`src/rtl/uart_dump_ctrl.sv`:
```
// uart_dump_ctrl: streams a block of 32-bit words little-endian onto the uart_tx byte channel,
// round-robin shared with a CPU byte port. Optional trailing XOR byte: `define UART_DUMP_CKSUM_EN. Rev 1.0
`default_nettype none

module uart_dump_ctrl #(
  parameter int ADDR_WIDTH = 26
) (
  input  logic                  clk_i,
  input  logic                  rst_ni,
  input  logic                  start_i,
  input  logic [ADDR_WIDTH-1:0] base_i,
  input  logic [ADDR_WIDTH-1:0] len_i,
  output logic                  busy_o,
  output logic                  done_o,
  output logic                  mem_re_o,
  output logic [ADDR_WIDTH-1:0] mem_addr_o,
  input  logic [31:0]           mem_rdata_i,
  input  logic                  cpu_wvalid_i,
  input  logic [7:0]            cpu_wdata_i,
  output logic                  cpu_wready_o,
  output logic                  tx_wvalid_o,
  output logic [7:0]            tx_wdata_o,
  input  logic                  tx_wready_i
);

  localparam logic [2:0] S_IDLE  = 3'd0;
  localparam logic [2:0] S_FETCH = 3'd1;
  localparam logic [2:0] S_WAIT  = 3'd2;
  localparam logic [2:0] S_SEND  = 3'd3;
  localparam logic [2:0] S_DRAIN = 3'd4;
  localparam logic [2:0] S_DONE  = 3'd5;
`ifdef UART_DUMP_CKSUM_EN
  localparam logic [2:0] S_CKSUM = 3'd6;
`endif
  localparam logic [ADDR_WIDTH-1:0] ADDR_ONE = {{(ADDR_WIDTH-1){1'b0}}, 1'b1};

  logic [2:0]            state_q, state_d;
  logic [ADDR_WIDTH-1:0] addr_q, addr_d;
  logic [ADDR_WIDTH-1:0] cnt_q, cnt_d;
  logic [31:0]           buf_q, buf_d;
  logic [1:0]            idx_q, idx_d;
  logic                  done_q, done_d;
  logic                  txv_q, txv_d;
  logic [7:0]            txd_q, txd_d;
  logic                  cpu_next_q, cpu_next_d;
  logic                  run_q;

  logic [31:0] w_word;
  logic [7:0]  w_strm_byte;
  logic [7:0]  w_strm_data;
  logic        w_strm_req;
  logic        w_can_load;
  logic        w_strm_gnt;
  logic        w_cpu_gnt;

  // Byte 0 of a fresh word is offered straight from the read port while it is being captured.
  assign w_word      = (state_q == S_WAIT) ? mem_rdata_i : buf_q;
  assign w_strm_byte = w_word[{idx_q, 3'b000} +: 8];

`ifdef UART_DUMP_CKSUM_EN
  logic [7:0] cksum_q, cksum_d;
  assign w_strm_data = (state_q == S_CKSUM) ? cksum_q : w_strm_byte;
  assign w_strm_req  = (state_q == S_WAIT) || (state_q == S_SEND) || (state_q == S_CKSUM);
`else
  assign w_strm_data = w_strm_byte;
  assign w_strm_req  = (state_q == S_WAIT) || (state_q == S_SEND);
`endif

  assign w_can_load = !txv_q || tx_wready_i;
  assign w_strm_gnt = w_can_load && w_strm_req && (!cpu_wvalid_i || !cpu_next_q);
  // run_q keeps the combinational CPU grant low while reset is asserted.
  assign w_cpu_gnt  = run_q && w_can_load && cpu_wvalid_i && !w_strm_gnt;

  always_comb begin
    state_d    = state_q;
    addr_d     = addr_q;
    cnt_d      = cnt_q;
    buf_d      = buf_q;
    idx_d      = idx_q;
    done_d     = (state_q == S_DONE);
    txv_d      = txv_q;
    txd_d      = txd_q;
    cpu_next_d = cpu_next_q;
`ifdef UART_DUMP_CKSUM_EN
    cksum_d    = cksum_q;
    if (state_q == S_IDLE && start_i) begin
      cksum_d = 8'h00;
    end else if (w_strm_gnt && state_q != S_CKSUM) begin
      cksum_d = cksum_q ^ w_strm_byte;
    end
`endif
    case (state_q)
      S_IDLE: begin
        if (start_i) begin
          addr_d  = base_i;
          cnt_d   = len_i;
          state_d = (len_i == '0) ? S_DONE : S_FETCH;
        end
      end
      S_FETCH: state_d = S_WAIT;
      S_WAIT: begin
        buf_d   = mem_rdata_i;
        idx_d   = w_strm_gnt ? 2'd1 : 2'd0;
        state_d = S_SEND;
      end
      S_SEND: begin
        if (w_strm_gnt) begin
          idx_d = idx_q + 2'd1;
          if (idx_q == 2'd3) begin
            if (cnt_q == ADDR_ONE) begin
`ifdef UART_DUMP_CKSUM_EN
              state_d = S_CKSUM;
`else
              state_d = S_DRAIN;
`endif
            end else begin
              addr_d  = addr_q + ADDR_ONE;
              cnt_d   = cnt_q - ADDR_ONE;
              state_d = S_FETCH;
            end
          end
        end
      end
`ifdef UART_DUMP_CKSUM_EN
      S_CKSUM: if (w_strm_gnt) state_d = S_DRAIN;
`endif
      S_DRAIN: if (w_can_load) state_d = S_DONE;
      S_DONE:  state_d = S_IDLE;
      default: state_d = S_IDLE;
    endcase

    if (w_strm_gnt) begin
      txv_d      = 1'b1;
      txd_d      = w_strm_data;
      cpu_next_d = 1'b1;
    end else if (w_cpu_gnt) begin
      txv_d      = 1'b1;
      txd_d      = cpu_wdata_i;
      cpu_next_d = 1'b0;
    end else if (tx_wready_i) begin
      txv_d = 1'b0;
    end
  end

  always_ff @(posedge clk_i or negedge rst_ni) begin
    if (!rst_ni) begin
      state_q    <= S_IDLE;
      addr_q     <= '0;
      cnt_q      <= '0;
      buf_q      <= '0;
      idx_q      <= 2'd0;
      done_q     <= 1'b0;
      txv_q      <= 1'b0;
      txd_q      <= 8'h00;
      cpu_next_q <= 1'b1;
      run_q      <= 1'b0;
`ifdef UART_DUMP_CKSUM_EN
      cksum_q    <= 8'h00;
`endif
    end else begin
      state_q    <= state_d;
      addr_q     <= addr_d;
      cnt_q      <= cnt_d;
      buf_q      <= buf_d;
      idx_q      <= idx_d;
      done_q     <= done_d;
      txv_q      <= txv_d;
      txd_q      <= txd_d;
      cpu_next_q <= cpu_next_d;
      run_q      <= 1'b1;
`ifdef UART_DUMP_CKSUM_EN
      cksum_q    <= cksum_d;
`endif
    end
  end

  assign busy_o       = (state_q != S_IDLE);
  assign done_o       = done_q;
  assign mem_re_o     = (state_q == S_FETCH);
  assign mem_addr_o   = addr_q;
  assign cpu_wready_o = w_cpu_gnt;
  assign tx_wvalid_o  = txv_q;
  assign tx_wdata_o   = txd_q;

endmodule

`default_nettype wire

```
`config.mk`:
```
export PLATFORM = sky130hd
export DESIGN_NAME = uart_dump_ctrl
export DESIGN_NICKNAME = d
export VERILOG_FILES = /design/src/rtl/uart_dump_ctrl.sv
export SDC_FILE = /design/constraint.sdc
export NUM_CORES = 1
export LEC_CHECK = 0
export ABC_AREA = 0
export ABC_CLOCK_PERIOD_IN_PS = 2140
export CAP_MARGIN = 20
export CORE_ASPECT_RATIO = 0.8
export CORE_UTILIZATION = 40
export CTS_BUF_LIST = sky130_fd_sc_hd__clkbuf_16
export DETAILED_ROUTE_END_ITERATION = 10
export GPL_TIMING_DRIVEN = 0
export PLACE_DENSITY = 0.77
export SKIP_LAST_GASP = 1
export SYNTH_ARGS = -nofsm -noshare
export SYNTH_HDL_FRONTEND = slang
export SYNTH_SLANG_ARGS = --single-unit
```
`constraint.sdc`:
```
create_clock -name clk_i -period 2.14 [get_ports clk_i]
set_input_delay 0.321 -clock clk_i [delete_from_list [all_inputs] [get_ports clk_i]]
set_output_delay 0.321 -clock clk_i [all_outputs]
set_load 0.1 [all_outputs]
```
==> flow_metrics.py, run 1 <==
metrics = {
    "timing": {
        "period_share_pct": 106,
        "timing.final.setup_violations": 41,
        "fin_worst_skew_ps": 10.9,
        "worst_slack_ps": -126,
        "crit_path_time_final_ps": 2270,
        "holdWs_ps": 469,
        "rsz_0062_raised_after_global_routing": "true",
        "timing.final.hold_violations": 0,
        "slew_headroom_pct": 35.2,
        "timing.setup.tns_ps": -3050,
        "max_freq_ghz": 0.441,
        "worst-slew-pin-transition_ps": 975,
        "report.final.slew_viol_count": 0,
    },
    "floorplan": {
        "initial_core_util_pct": 41.7,
        "chipHeight_um": 112,
        "placement_rows": 39,
        "die_w_um": 140,
        "placeableCoreArea_mm2": 0.0145,
        "io_pins": 136,
        "die-area_mm2": 0.0157,
    },
    "logic_synthesis": {
        "synth_edf_count": 0,
        "netlist_instances": 596,
        "synth_area_mm2": 0.00607,
        "synth.top_cells.by_count": "sky130_fd_sc_hd__dfrtp_1 (100), sky130_fd_sc_hd__nor2_1 (43), sky130_fd_sc_hd__o21ai_0 (40), sky130_fd_sc_hd__nor3_1 (37), sky130_fd_sc_hd__a21oi_1 (35)",
        "synth.yosys.warnings": 0,
        "postSynthRegisterBits": 101,
        "synthDistinctLibCells": 65,
        "synthDominantCellAreaShare_pct": 41.2,
        "most_frequent_cell_after_synthesis": "sky130_fd_sc_hd__dfrtp_1",
        "synth.area.top_cells": "sky130_fd_sc_hd__dfrtp_1 (41%), sky130_fd_sc_hd__mux2_2 (6.3%), sky130_fd_sc_hd__mux4_2 (5.9%), sky130_fd_sc_hd__mux2i_1 (3.8%), sky130_fd_sc_hd__o21ai_0 (3.3%)",
        "synthesis.area_per_instance_um2": 10.2,
        "synth_top_flop_cell": "sky130_fd_sc_hd__dfrtp_1",
        "postSynthNetCount": 697,
        "postSynth.asyncResetShare_pct": 100,
        "synth_area_leader_cell": "sky130_fd_sc_hd__dfrtp_1",
        "yosysSeqAreaShare_pct": 41.7,
    },
    "layout": {
        "antenna-diode-count": 0,
        "stdcell_area_mm2": 0.00882,
        "layout-drive-gt1-share_pct": 30.9,
        "final_core_utilization_pct": 60.7,
        "num-nets-final": 873,
        "syn_to_final_growth_pct": 45.4,
    },
    "status": {
        "failing_checks": "negative setup slack",
        "outcome": "finished with violations",
    },
    "critical_path": {
        "worst_path_required_time_ps": 2360,
        "worst_ep_arrival_time_ps": 2480,
        "cp-start-kind": "flop",
        "worst_path_largest_cell_delay_ps": 620,
        "crit_chain": "or4_4 -> nor2_1 -> and3_1 -> buf_6 -> or2_1 -> buf_6 -> buf_8 -> o22ai_1",
        "critical-path-top-cell-by-count": "sky130_fd_sc_hd__buf_6",
        "worst_setup_path_end_kind": "flop",
        "worst_path_max_delay_cell": "sky130_fd_sc_hd__or4_4",
        "worst_setup_path_category": "flop to flop",
        "crit_path_max_fanout": 8,
    },
    "global_route": {
        "first_global_vias": 6084,
        "grt_remaining_overflow": 0,
        "grt_max_degree": 66,
        "grt_first_pass_wirelength_mm": 32.8,
        "groute.usage.overall_pct": 26.7,
        "antenna_found_initial": 0,
    },
    "cts": {
        "clock_tree.htree_level_count": 3,
        "cts_max_path_buffers": 2,
        "cts_sinks": 101,
        "skew_pair_late_insertion_delay_ps": 360,
        "root_buffer": "sky130_fd_sc_hd__clkbuf_16",
        "cts_tree": "built",
        "cts-buffers-inserted": 9,
        "clkTransAtPathRegs_ps": 70,
    },
    "place": {
        "numPortBuffers": 135,
        "finalWeightedCongestion": 0.895,
        "hpwl_detailed_mm": 14.0,
        "post_dp_cell_area_mm2": 0.00775,
    },
    "drt": {
        "vias_per_cell": 6.50,
        "finalWirelength_mm": 21.2,
        "average_wire_per_standard_cell_um": 22.0,
        "number_of_design_rule_violations_left_after_detail_routing": 0,
        "detailedRoute.firstIterationViolations": 562,
        "route.vias.total": 6248,
        "final_antenna_net_count": 0,
        "drt_pass1_iterations": 6,
    },
    "worst_hold_path": {
        "hold_crit_class": "flop to flop",
    },
    "run": {
        "cap_violations": 0,
    },
    "pwr": {
        "power.static_leakage_uw": 0.00354,
        "cellPowerDensity_mw_per_mm2": 1510,
        "irDropWorstVdd_uv": 988,
    },
}
[per-layer routing]
metal / track usage (%) / vias up / part of all wire [%]
li1: - / 2662 / -
met1: 34.6 / 3061 / 40
met2: 41.6 / 453 / 46
met3: 8.06 / 72 / 11
met4: 11.4 / 0 / 3.0
met5: 0 / - / 0
[registers in the layout (all words and copies together), names as in the netlist]
| register | flops |
|---|---|
| done_o | 1 |
| cpu_next_q | 1 |
| buf_q | 32 |
| state_q | 3 |
| idx_q | 2 |
| tx_wdata_o | 8 |
| cnt_q | 26 |
| mem_addr_o | 26 |
| run_q | 1 |
| tx_wvalid_o | 1 |
[cells in the final DEF, fill, tap and decap left out, types with 8 or more instances in the layout]
cell type and n:
sky130_fd_sc_hd__clkdlybuf4s50_1 95, sky130_fd_sc_hd__dfrtp_1 79, sky130_fd_sc_hd__nor2_1 40, sky130_fd_sc_hd__dlygate4sd2_1 36, sky130_fd_sc_hd__mux2_2 34, sky130_fd_sc_hd__a21oi_1 34, sky130_fd_sc_hd__nor3_1 28, sky130_fd_sc_hd__mux2i_1 23
sky130_fd_sc_hd__buf_4 20, sky130_fd_sc_hd__o21ai_0 20, sky130_fd_sc_hd__nand3_1 19, sky130_fd_sc_hd__o21ai_2 19, sky130_fd_sc_hd__nand2_1 18, sky130_fd_sc_hd__mux4_2 16, sky130_fd_sc_hd__a31oi_1 16, sky130_fd_sc_hd__dfrtp_2 16
sky130_fd_sc_hd__o31ai_1 13, sky130_fd_sc_hd__nor4_1 13, sky130_fd_sc_hd__clkbuf_2 12, sky130_fd_sc_hd__clkbuf_16 11, sky130_fd_sc_hd__buf_6 10, sky130_fd_sc_hd__nand4_1 10, sky130_fd_sc_hd__a2bb2oi_1 9, sky130_fd_sc_hd__buf_2 8
sky130_fd_sc_hd__a22oi_1 8
[final timing paths]
check                           depth (start not counted)       start         end  slack [ps]
worst max-delay path                                    8    cnt_q[9]   cnt_q[16]        -130
worst min register to register                          2  cpu_next_q  cpu_next_q         470
worst max register to register                          8    cnt_q[9]   cnt_q[16]        -130
max in group asynchronous                               3      rst_ni  cpu_next_q         910
worst min-delay path                                    2  cpu_next_q  cpu_next_q         470
min in group asynchronous                               2      rst_ni    cnt_q[7]         490
[worst max-delay path, delay by kind of cell (launching register included)]
family	cells	cell delay (ps)
AOI/OAI and AO/OA	1	90
buffers and inverters	3	470
and+or+nand+nor	4	1120
DFF	1	440
[metrics by stage]
step                      power [uW]  cells  setup WS [ps]
after floorplan                 9000    596          -15.6
after global placement         10800    915          -3810
after detailed placement       11000    916          -1050
after CTS                      12700    951           -137
after global routing           13900    961           -213
final                          13300    961           -126
[logic make-up after synthesis]
kind of cell / Yosys count / synth area share [%]
simple gates: 186 / 17.2
fa+ha+maj: 4 / 0.825
other cells: 1 / 0.0618
compound gates: 175 / 18.8
buf+inv: 55 / 5.30
xor+xnor: 1 / 0.144
mux: 73 / 16.0
flops: 101 / 41.7
[layout make-up]
type / count / area (um2)
Clock inverter: 7 / 48.8
Timing Repair Buffer: 167 / 1710
Buffer: 46 / 403
Multi-Input combinational cell: 440 / 3610
Inverter: 7 / 26.3
Clock buffer: 9 / 225
Sequential cell: 101 / 2570
Fill cell: 1165 / 5720
Tap cell: 184 / 230
[report_power, final]
group / switching, uW / leakage [uW] / internal, uW / total [uW]
clock: 784 / 0.000133 / 794 / 1580
combinational: 5180 / 0.00219 / 2860 / 8050
sequential: 860 / 0.00121 / 2840 / 3700
total: 6820 / 0.00354 / 6500 / 13300
[timing repair]
item | CTS | global route
resized for setup | 145 | 69
endpoints found under the hold margin | 36 | 0
hold buffers | 1 | 0
setup buffers | 13 | 11
endpoints found under the setup margin | 110 | 65
cloned | 5 | 2
pin swaps | 29 | 20
(Power assumes the default switching activity.)
==> run 2: changes to the inputs <==
--- a/config.mk
+++ b/config.mk
@@ -10,7 +10,7 @@
 export CAP_MARGIN = 20
 export CORE_ASPECT_RATIO = 0.8
 export CORE_UTILIZATION = 40
-export CTS_BUF_LIST = sky130_fd_sc_hd__clkbuf_16
+export CTS_BUF_LIST = sky130_fd_sc_hd__clkbuf_4
 export DETAILED_ROUTE_END_ITERATION = 10
 export GPL_TIMING_DRIVEN = 0
 export PLACE_DENSITY = 0.77
==> run 2 against run 1 <==
The flow still finishes with violations (negative setup slack). Sequential share of layout area grew 0.19 points. Core utilization down 0.43 points. Global-route usage grew 0.97 points. Final area shrank 0.71%. Critical path depth grew 1. Sequential power barely moved. Highest routed layer unchanged.
==> flow_metrics.py, run 2 (synthesized netlist as in run 1, its figures left out) <==
metrics = {
    "status": {
        "outcome": "finished with violations",
        "failing_checks": "negative setup slack",
    },
    "critical_path": {
        "crit_chain": "or3_4 -> nor4_4 -> and3_1 -> buf_6 -> or2_1 -> buf_6 -> buf_4 -> buf_12 -> o22a_1",
        "startpoint_of_the_lowest_slack_register_to_register_path": "cnt_q[4]",
        "crit_start": "cnt_q[4]",
        "rrSetupSlack_ps": -110,
        "worst_setup_path_category": "flop to flop",
        "ff2ff_path_depth": 9,
        "cp-start-kind": "flop",
        "cpLargestDelayFamily": "simple AND/OR/NAND/NOR gates",
        "worst_path_largest_cell_delay_ps": 490,
        "crit_path_max_fanout": 7,
        "worst_ep_arrival_time_ps": 2690,
        "worst_path_max_delay_cell": "sky130_fd_sc_hd__dfrtp_1",
        "worst_setup_path_end_kind": "flop",
        "worst_path_required_time_ps": 2590,
        "critical-path-top-cell-by-count": "sky130_fd_sc_hd__buf_6",
        "crit_cells": 9,
        "cp_num_buf_inv": 4,
    },
    "pwr": {
        "irDropWorstVdd_uv": 904,
        "power.static_leakage_uw": 0.00348,
        "power.total_uw": 12900,
        "cellPowerDensity_mw_per_mm2": 1470,
    },
    "drt": {
        "number_of_design_rule_violations_left_after_detail_routing": 0,
        "final_antenna_net_count": 0,
        "finalWirelength_mm": 21.5,
        "detailedRoute.firstIterationViolations": 714,
        "drt_pass1_iterations": 6,
        "route.vias.total": 6339,
        "average_wire_per_standard_cell_um": 22.0,
        "vias_per_cell": 6.51,
    },
    "floorplan": {
        "initial_core_util_pct": 41.7,
        "io_pins": 136,
        "die-area_mm2": 0.0157,
        "chipHeight_um": 112,
        "die_w_um": 140,
        "placeableCoreArea_mm2": 0.0145,
        "placement_rows": 39,
    },
    "place": {
        "hpwl_detailed_mm": 14.0,
        "numPortBuffers": 135,
        "post-place-cells": 916,
        "finalWeightedCongestion": 0.895,
        "post_dp_cell_area_mm2": 0.00775,
    },
    "layout": {
        "regMostFlops": "buf_q",
        "combined_area_of_the_multi_input_logic_cells_mm2": 0.00365,
        "most_used_cells_in_the_layout_excluding_fill_and_tap_cells": "sky130_fd_sc_hd__clkdlybuf4s50_1 (95), sky130_fd_sc_hd__dfrtp_1 (80), sky130_fd_sc_hd__nor2_1 (39), sky130_fd_sc_hd__mux2_2 (34), sky130_fd_sc_hd__a21oi_1 (33)",
        "stdcell_area_mm2": 0.00876,
        "final_common_cell": "sky130_fd_sc_hd__clkdlybuf4s50_1",
        "register_area_mm2": 0.00257,
        "antenna-diode-count": 0,
        "count_of_filler_cells_inserted_in_the_layout": 1155,
        "syn_to_final_growth_pct": 44.3,
        "num-nets-final": 886,
        "post_layout_nonfiller_instances": 974,
        "layout-drive-gt1-share_pct": 35.8,
        "flip_flop_count_of_the_largest_register_all_copies_and_words_added": 32,
    },
    "cts": {
        "root_buffer": "sky130_fd_sc_hd__clkbuf_4",
        "cts_sinks": 101,
        "cts_max_path_buffers": 2,
        "cts_tree": "built",
        "cts-buffers-inserted": 9,
        "clock_tree.htree_level_count": 3,
        "skew_pair_late_insertion_delay_ps": 510,
        "clkTransAtPathRegs_ps": 170,
    },
    "timing": {
        "max_freq_ghz": 0.445,
        "crit_path_time_final_ps": 2250,
        "timing.final.setup_violations": 39,
        "holdWs_ps": 313,
        "report.final.slew_viol_count": 0,
        "timing.final.hold_violations": 0,
        "worst_slack_ps": -105,
        "slew_headroom_pct": 36.4,
        "fin_worst_skew_ps": 24.0,
        "timing.setup.tns_ps": -2550,
        "worst-slew-pin-transition_ps": 958,
        "rsz_0062_raised_after_global_routing": "true",
        "period_share_pct": 105,
    },
    "worst_hold_path": {
        "hold_crit_class": "input pin to async pin",
    },
    "global_route": {
        "grt_remaining_overflow": 0,
        "grt_max_degree": 66,
        "first_global_vias": 6221,
        "groute.usage.overall_pct": 27.7,
        "antenna_found_initial": 0,
        "grt_first_pass_wirelength_mm": 33.9,
    },
    "run": {
        "cap_violations": 0,
    },
}
==> run 2: cell count changes in the layout (fill, tap and decap cells not counted), sizes merged <==
cell	before	now
dlygate4sd2	36	3
clkbuf	34	50
bufbuf	2	1
buf	53	69
clkdlybuf4s15	1	16
==> run 2: final timing paths <==
check	to
min	mem_addr_o[0]
max reg2reg	cnt_q[19]
min reg2reg	cpu_next_q
min in group clk_i	tx_wdata_o[4]
max	cnt_q[19]
max in group asynchronous	cpu_next_q
==> run 2: stage by stage <==
| stage | setup slack (ps) | utilization, % |
|---|---|---|
| final | -105 | 60.2 |
| after global routing | -196 | 60.2 |
| after CTS | -223 | 59.4 |
| after detailed placement | -1050 | 53.3 |
| after global placement | -3810 | 53.1 |
| after floorplan | -15.6 | - |
==> run 2: where the power goes <==
part           switching (uW)  leakage (uW)  internal [uW]
Clock                     719     0.0000633            243
Sequential                864       0.00122           2820
Combinational            5240       0.00220           2980
==> run 2: layer usage <==
layer	part of all wire (%)	vias up	wire, um	track usage [%]
li1	-	2689	-	-
met1	39	3056	8290	35.7
met2	45	499	9710	43.4
met3	12	95	2640	7.72
met4	3.8	0	821	13.0
met5	0	-	0	0
==> run 2: what timing repair did <==
action                                 in CTS  in global routing
pin swaps                                  40                 20
gates cloned                                5                  0
setup buffers                              30                 14
endpoints found under the hold margin      36                  0
gates resized for setup                   209                 86
setup endpoints to repair                 118                 90
hold buffers                                1                  0
==> run 2: cell type report <==
class	count	area share, %
multi-input combinational	440	41.7
sequential	101	29.3
timing repair buffer	182	20.5
buffer	44	4.30
tap	184	2.63
clock buffer	9	0.771
clock inverter	7	0.557
inverter	7	0.300
==> run 3: changes to the inputs <==
--- a/config.mk
+++ b/config.mk
@@ -11,6 +11,7 @@
 export CORE_ASPECT_RATIO = 0.8
 export CORE_UTILIZATION = 40
 export CTS_BUF_LIST = sky130_fd_sc_hd__clkbuf_4
+export CTS_CLUSTER_DIAMETER = 120
 export DETAILED_ROUTE_END_ITERATION = 10
 export GPL_TIMING_DRIVEN = 0
 export PLACE_DENSITY = 0.77
==> results of run 3 <==
Final layout, timing and power as in run 2 (identical DEF).
